`src/rtl/spi_regif_slave.sv`:
```
// SPI slave register interface: 8-bit header (W flag + address) followed by DATA_W data bits.
// All SPI pins are oversampled in the Clk domain; reads fetch data via RdAddr/RdReq and writes pulse WrEn.
module spi_regif_slave #(
  parameter int ADDR_W = 7,
  parameter int DATA_W = 32,
  parameter int CPOL   = 0,
  parameter int CPHA   = 0
) (
  input  logic              Clk,
  input  logic              Reset_n,
  input  logic              SPI_CLK,
  input  logic              SPI_CS,
  input  logic              SPI_MOSI,
  output logic              SPI_MISO,
  output logic [ADDR_W-1:0] RdAddr,
  output logic              RdReq,
  input  logic [DATA_W-1:0] DataToRPi,
  output logic              WrEn,
  output logic [ADDR_W-1:0] WrAddr,
  output logic [DATA_W-1:0] WrData,
  output logic              Busy,
  output logic              FrameErr
);

  localparam int         FRAME_LEN  = 8 + DATA_W;
  localparam logic [6:0] HDR_LAST   = 7'd7;
  localparam logic [6:0] FRAME_LAST = 7'(FRAME_LEN - 1);
  localparam logic       SCK_IDLE   = (CPOL != 0);
  localparam bit         SAMPLE_ON_TRAIL = (CPHA != 0);

  typedef enum logic [1:0] {IDLE, HEADER, DATA, DONE} state_t;

  state_t state, next_state;

  logic [2:0] sck_q;
  logic [2:0] cs_q;
  logic [1:0] mosi_q;

  // NOTE: CS synchronisers reset low so that releasing reset while CS is held
  // low mid-frame produces no fall event; decoding resumes at the next real frame.
  always_ff @(posedge Clk or negedge Reset_n) begin
    if (!Reset_n) begin
      sck_q  <= {3{SCK_IDLE}};
      cs_q   <= '0;
      mosi_q <= '0;
    end else begin
      sck_q  <= {sck_q[1:0], SPI_CLK};
      cs_q   <= {cs_q[1:0], SPI_CS};
      mosi_q <= {mosi_q[0], SPI_MOSI};
    end
  end

  logic sck_edge, lead_evt, trail_evt, sample_evt, shift_evt;
  logic cs_fall, cs_rise, mosi_s;

  assign sck_edge   = sck_q[2] ^ sck_q[1];
  assign lead_evt   = sck_edge && (sck_q[2] == SCK_IDLE);
  assign trail_evt  = sck_edge && (sck_q[1] == SCK_IDLE);
  assign sample_evt = SAMPLE_ON_TRAIL ? trail_evt : lead_evt;
  assign shift_evt  = SAMPLE_ON_TRAIL ? lead_evt : trail_evt;
  assign cs_fall    = cs_q[2] & ~cs_q[1];
  assign cs_rise    = ~cs_q[2] & cs_q[1];
  assign mosi_s     = mosi_q[1];

  logic [6:0]        bit_cnt;
  logic [DATA_W-1:0] sreg;
  logic [DATA_W-1:0] shift_in;
  logic              is_wr;
  logic [ADDR_W-1:0] wr_addr_hold;
  logic [ADDR_W-1:0] hdr_addr;
  logic              header_done, last_sample, frame_err;

  assign shift_in    = {sreg[DATA_W-2:0], mosi_s};
  assign hdr_addr    = ADDR_W'({sreg[6:0], mosi_s});
  assign header_done = (state == HEADER) && sample_evt && (bit_cnt == HDR_LAST);
  assign last_sample = (state == DATA) && sample_evt && (bit_cnt == FRAME_LAST);

  always_ff @(posedge Clk or negedge Reset_n) begin
    if (!Reset_n) state <= IDLE;
    else          state <= next_state;
  end

  // NOTE: every output of this block gets a default first so no latch is inferred.
  always_comb begin
    next_state = state;
    frame_err  = 1'b0;
    unique case (state)
      IDLE:   if (cs_fall) next_state = HEADER;
      HEADER: begin
        if (cs_rise) begin
          next_state = IDLE;
          frame_err  = 1'b1;
        end else if (header_done) begin
          next_state = DATA;
        end
      end
      DATA: begin
        // A CS rise coinciding with the final sample still completes the frame.
        if (last_sample) begin
          next_state = cs_rise ? IDLE : DONE;
        end else if (cs_rise) begin
          next_state = IDLE;
          frame_err  = 1'b1;
        end
      end
      DONE:    if (cs_rise) next_state = IDLE;
      default: next_state = IDLE;
    endcase
  end

  // NOTE: sequential state uses non-blocking assignments so every register
  // samples pre-edge values regardless of statement order.
  always_ff @(posedge Clk or negedge Reset_n) begin
    if (!Reset_n) begin
      SPI_MISO     <= 1'b0;
      RdAddr       <= '0;
      RdReq        <= 1'b0;
      WrEn         <= 1'b0;
      WrAddr       <= '0;
      WrData       <= '0;
      Busy         <= 1'b0;
      FrameErr     <= 1'b0;
      bit_cnt      <= '0;
      sreg         <= '0;
      is_wr        <= 1'b0;
      wr_addr_hold <= '0;
    end else begin
      RdReq    <= 1'b0;
      WrEn     <= 1'b0;
      FrameErr <= frame_err;
      Busy     <= (next_state != IDLE);

      if (next_state != DATA)
        SPI_MISO <= 1'b0;
      else if (state == DATA && !is_wr && shift_evt)
        SPI_MISO <= sreg[DATA_W-1];

      unique case (state)
        IDLE: begin
          if (cs_fall) begin
            bit_cnt <= '0;
            sreg    <= '0;
          end
        end
        HEADER: begin
          if (sample_evt) begin
            sreg    <= shift_in;
            bit_cnt <= bit_cnt + 7'd1;
            if (bit_cnt == HDR_LAST) begin
              is_wr <= sreg[6];
              if (sreg[6]) begin
                wr_addr_hold <= hdr_addr;
              end else begin
                RdAddr <= hdr_addr;
                RdReq  <= 1'b1;
              end
            end
          end
        end
        DATA: begin
          if (is_wr) begin
            if (sample_evt) begin
              sreg    <= shift_in;
              bit_cnt <= bit_cnt + 7'd1;
            end
            if (last_sample) begin
              WrEn   <= 1'b1;
              WrAddr <= wr_addr_hold;
              WrData <= shift_in;
            end
          end else begin
            // Read data arrives the cycle after RdReq, ahead of the first data shift.
            if (RdReq)
              sreg <= DataToRPi;
            else if (shift_evt)
              sreg <= {sreg[DATA_W-2:0], 1'b0};
            if (sample_evt)
              bit_cnt <= bit_cnt + 7'd1;
          end
        end
        default: ;
      endcase
    end
  end

endmodule

```
`config.mk`:
```
export PLATFORM = sky130hd
export DESIGN_NAME = spi_regif_slave
export DESIGN_NICKNAME = d
export VERILOG_FILES = /design/src/rtl/spi_regif_slave.sv
export SDC_FILE = /design/constraint.sdc
export NUM_CORES = 1
export LEC_CHECK = 0
export ABC_AREA = 1
export ABC_CLOCK_PERIOD_IN_PS = 2300
export BUFFER_PORTS_ARGS = -buffer_cell sky130_fd_sc_hd__buf_2
export CORE_UTILIZATION = 25
export DETAILED_ROUTE_END_ITERATION = 10
export GPL_ROUTABILITY_DRIVEN = 0
export PLACE_DENSITY = 0.44
export SLEW_MARGIN = 40
export SYNTH_ARGS = -nofsm -noshare
export SYNTH_HDL_FRONTEND = slang
export SYNTH_SLANG_ARGS = --single-unit
```
`constraint.sdc`:
```
create_clock -name Clk -period 2.3 [get_ports Clk]
set_input_delay 0.345 -clock Clk [delete_from_list [all_inputs] [get_ports Clk]]
set_output_delay 0.345 -clock Clk [all_outputs]
set_load 0.02 [all_outputs]
```
---- Word-level counts from Yosys, hierarchy flattened ----
Index checks and enable logic that the tools add are counted.
cells by class
  $add $sub $neg .......................... 1
  eq/ne operators ......................... 9
  mux-type cells .......................... 28
  bitwise gates (word level) .............. 8
  reductions and logical operators ........ 21
operators by type and width
  cell                 count
  $mux 32              5
  $pmux 32 s3          1
  $mux 7               2
  $pmux 7 s2           1
  $mux 2               6
  $reduce_and 3->1     4
  $mux 1               11
  $logic_and 1x1->1    8
  $pmux 2 s4           1
  $reduce_and 4->1     2
  $add 7x1->7 const B  1
  $eq 7x3->1 const B   1
  $eq 7x6->1 const B   1
  $reduce_bool 2->1    3
  $not 1->1            5
  $eq 2x2->1 const B   2
  $ne 2x2->1 const B   2
  $ne 4x4->1 const B   1
  $reduce_bool 3->1    1
  $and 1x1->1          2
  $eq 2x1->1 const B   1
  $logic_not 2->1      1
  $ne 2x1->1 const B   1
  $pmux 1 s2           1
  other kinds (3)      3
storage, ports and cells
  bits in registers ....................... 108
  bits of input ports ..................... 37
  output and inout port bits .............. 51
  word-level logic and storage cells ...... 83

---- Depth between registers and ports, before layout ----
  word-level depth ........................ 9
  gate-level depth with buffers ........... 11
  depth with buffers taken out ............ 10

---- Worst setup path before layout ----
No wires, ideal clock.
  path kind ............................... register to register
  from .................................... register state[0]
  to ...................................... register sreg[6]
  library setup time ...................... 0.128 ns
  arrival ................................. 1.562 ns
  data required time ...................... 2.172 ns
  slack ................................... 0.610 ns
  cell stages (with the launch flop) ...... 11
  path buffers ............................ 1
  clock period less this slack ............ 1.690 ns
  path through ............................ dfrtp_1 > inv_1 > ha_1 > nand2_2 > nor2_4 > inv_2 > o21ai_2 > nor2_2 > buf_6 > nand2_1 > o21ai_0
between the ends
  word-level cells in the longest chain between the ends .. 3
  elaborated cells between the ends (all ways) .. 8
  classes of those cells .................. eq/ne (4); mux (1); reduce/logical (3)
ends and longest elaborated chain
  what                                                RTL line  RTL
  start, declared                                     33        state_t state, next_state;
  start signal, assigned                              80        else state <= next_state;
  $eq 2x2->1, or another cell as far along            138       unique case (state)
  $ne 4x4->1 (no line), or another cell as far along  --
  $reduce_and 3->1 (no line)                          --
  end signal, assigned                                147       sreg <= shift_in;
  end signal, assigned                                163       sreg <= shift_in;
  end signal, assigned                                174       sreg <= DataToRPi;
  end, declared                                       66        logic [DATA_W-1:0] sreg;
Several ways; a longest one is shown, not always the timed one.
A chain may end at the register's enable or synchronous reset.

---- Worst setup path in the final report ----
  from .................................... register state[0]
  to ...................................... register sreg[16]
The elaborated chain is that of the path after synthesis.

==> impl_metrics.json <==
{
  "power_uw": 5570,
  "cts_tree": "built",
  "maxClockFrequency_ghz": 0.460,
  "n_fill_cell": 2251,
  "wl_um": 14400,
  "power.density_nw_per_um2": 873,
  "fin_worst_skew_ns": 0.00824,
  "wire_per_inst_um": 14.9,
  "crit_type": "reg2reg",
  "grt_pass1_vias": 4446,
  "place_inst": 948,
  "synthesis.area_um2": 5330,
  "die_w_um": 148,
  "initial_core_util_pct": 25.4,
  "yosysSeqAreaShare_pct": 50.7,
  "netlist_instances": 602,
  "grt_pass1_wl_um": 23700,
  "core_um2": 21000,
  "cp_slowest_cell": "nor2_2",
  "place_hpwl_um": 9950,
  "grt_start_max_net_pins": 51,
  "io_buffers": 87,
  "pin_count": 88,
  "clockRootBuffer": "clkbuf_16",
  "hold_path.class": "in2reg",
  "cts_buffers": 9,
  "clk_pin_slew_ns": 0.07,
  "ys.flop_type": "dfrtp_1",
  "synth-edff-count": 0,
  "drcViolationCount": 0,
  "worst_slew_pin_slew_ns": 0.769,
  "antenna_found_initial": 1,
  "ant_nets": 0,
  "cp-start-kind": "flop",
  "rsz0062_at_grt": "no",
  "yosysWarnings": 0,
  "period_share_pct": 94.5,
  "async_reset_ff_share_pct": 100,
  "drive_gt1_share_pct": 22.2,
  "hold_violations": 0,
  "peakVddDrop_v": 0.000398,
  "worstPathMaxFanout": 17,
  "nets": 728,
  "dieHeight_um": 148,
  "synth_nets": 645,
  "required_ns": 2.57,
  "cts_htree_levels": 3,
  "clock_latency_ns": 0.35,
  "crit_chain": "inv_1, ha_1, a21oi_4, o21ai_2, nor2_2, buf_12, nand2_1, o21ai_1",
  "yosys.cell_types.count": 32,
  "final_cells": 965,
  "ys_seq_elements": 108,
  "pre_cts_ws_ns": 0.126,
  "grt-ovfl-total": 0,
  "rrSetupSlack_ns": 0.13,
  "setup_tns_ns": 0,
  "drt_iter0_drc": 358,
  "crit_family": "simple AND/OR/NAND/NOR gates",
  "worstPathArrival_ns": 2.45,
  "slew-limit-headroom_pct": 48.7,
  "drv_cap": 0,
  "post-cts-setup-buffer-count": 0,
  "post-route-worst-setup-slack_ns": 0.126,
  "setup_viol": 0,
  "die_area_um2": 21900,
  "slew_viol_final": 0,
  "max_stage_delay_ns": 0.60,
  "cellLeakagePower_uw": 0.00317,
  "dr.pass1.iters": 4,
  "via_count": 4346,
  "worstSetupEndpointType": "flop",
  "status": "finished clean",
  "areaGrowthSynthToFinish_pct": 19.7,
  "min_period_ns": 2.17,
  "vias_per_cell": 4.50,
  "clockBufferDepth": 2,
  "grtUsageTotal_pct": 13.8,
  "rows": 53,
  "avgSynthCellArea_um2": 8.86,
  "clock-sinks": 108,
  "crit_buf_inv": 2
}
## report_power, final
group	internal, uW	switching, uW	total [uW]	leakage, uW
registers	2070	146	2220	0.00148
clock network	836	710	1550	0.000142
logic	556	1260	1810	0.00155
## synth_stat cells (3+ instances only)
cell / instances / area (um^2)
nor2_1: 28 / 105
o22ai_1: 8 / 50.1
o21ai_2: 16 / 140
nand2_2: 3 / 18.8
buf_6: 8 / 90.1
a21oi_1: 5 / 25.0
o211ai_1: 23 / 173
nand4_1: 5 / 31.3
nor2_4: 3 / 33.8
nand3_1: 4 / 20.0
ha_1: 6 / 75.1
inv_2: 3 / 11.3
o21a_1: 32 / 240
a22oi_1: 22 / 165
buf_2: 12 / 60.1
inv_1: 49 / 184
nand2_1: 177 / 664
clkbuf_1: 3 / 11.3
buf_4: 7 / 52.6
o21ai_1: 27 / 135
o21ai_0: 38 / 190
dfrtp_1: 108 / 2700
## metal layers
metal	global-route usage (%)	wire, um
met5	0	0
met4	5.93	318
met3	2.21	479
met2	21.8	6670
met1	18.7	6950
## through the flow
step	util (%)	instance area [um^2]	hold WS (ns)
after floorplan	-	5330	0.0494
after global placement	29.0	6080	0.339
after detailed placement	29.0	6080	0.340
after CTS	30.4	6370	0.0793
after global routing	30.4	6380	0.0830
final	30.5	6380	0.0925
## worst register-to-register path: stages (launching register included)
cell and delay [ns]:
dfrtp_1 0.39, inv_1 0.13, ha_1 0.25, a21oi_4 0.22
o21ai_2 0.11, nor2_2 0.60, buf_12 0.24, nand2_1 0.07
o21ai_1 0.08
## cells by family (layout without fill, tap and decap cells)
kind of cell,Yosys count,count (layout),share of synthesized area [%]
AO/OA/AOI/OAI,174,174,21.8
XOR/XNOR,1,1,0.164
adder cells (fa/ha/maj),6,6,1.41
buffers and inverters,84,171,7.81
flip-flops,108,108,50.7
other,0,1,0
AND/OR/NAND/NOR,229,229,18.2
## cell usage in the layout, fill, tap and decap left out, types with 22 or more instances in the layout
cell / Yosys / final
nand2_1: 177 / 176
dfrtp_1: 108 / 108
buf_2: 12 / 86
inv_1: 49 / 49
o21ai_0: 38 / 38
o21a_1: 32 / 32
nor2_1: 28 / 28
o21ai_1: 27 / 27
o211ai_1: 23 / 23
a22oi_1: 22 / 22
## registers in the layout, indices dropped and copies added, names as in the netlist, 3 cells and up
signal        flops
WrData           32
sreg             32
RdAddr            7
WrAddr            7
bit_cnt           7
wr_addr_hold      7
cs_q              3
sck_q             3
## what timing repair did
action	CTS	global route
hold buffers	1	0
endpoints found under the setup margin	0	2
endpoints found under the hold margin	3	0
gates resized for setup	0	1
## layout make-up
class | instances | area [um^2] | area share [%]
Multi-Input combinational cell | 410 | 2220 | 34.8
Antenna cell | 1 | 2.50 | 0.0392
Clock inverter | 5 | 53.8 | 0.843
Timing Repair Buffer | 104 | 631 | 9.88
Inverter | 52 | 195 | 3.06
Sequential cell | 108 | 2700 | 42.4
Clock buffer | 10 | 229 | 3.59
Tap cell | 275 | 344 | 5.39
## final timing paths
kind                       cells past startpoint         end  startpoint
setup / recovery                               8    sreg[16]    state[0]
hold / removal                                 1   mosi_q[0]    SPI_MOSI
setup reg to reg                               8    sreg[16]    state[0]
hold reg to reg                                0    sck_q[1]    sck_q[0]
max in group asynchronous                      3  bit_cnt[1]     Reset_n
min in group asynchronous                      2  WrData[27]     Reset_n
No activity file was read; power rests on OpenSTA's default activity.
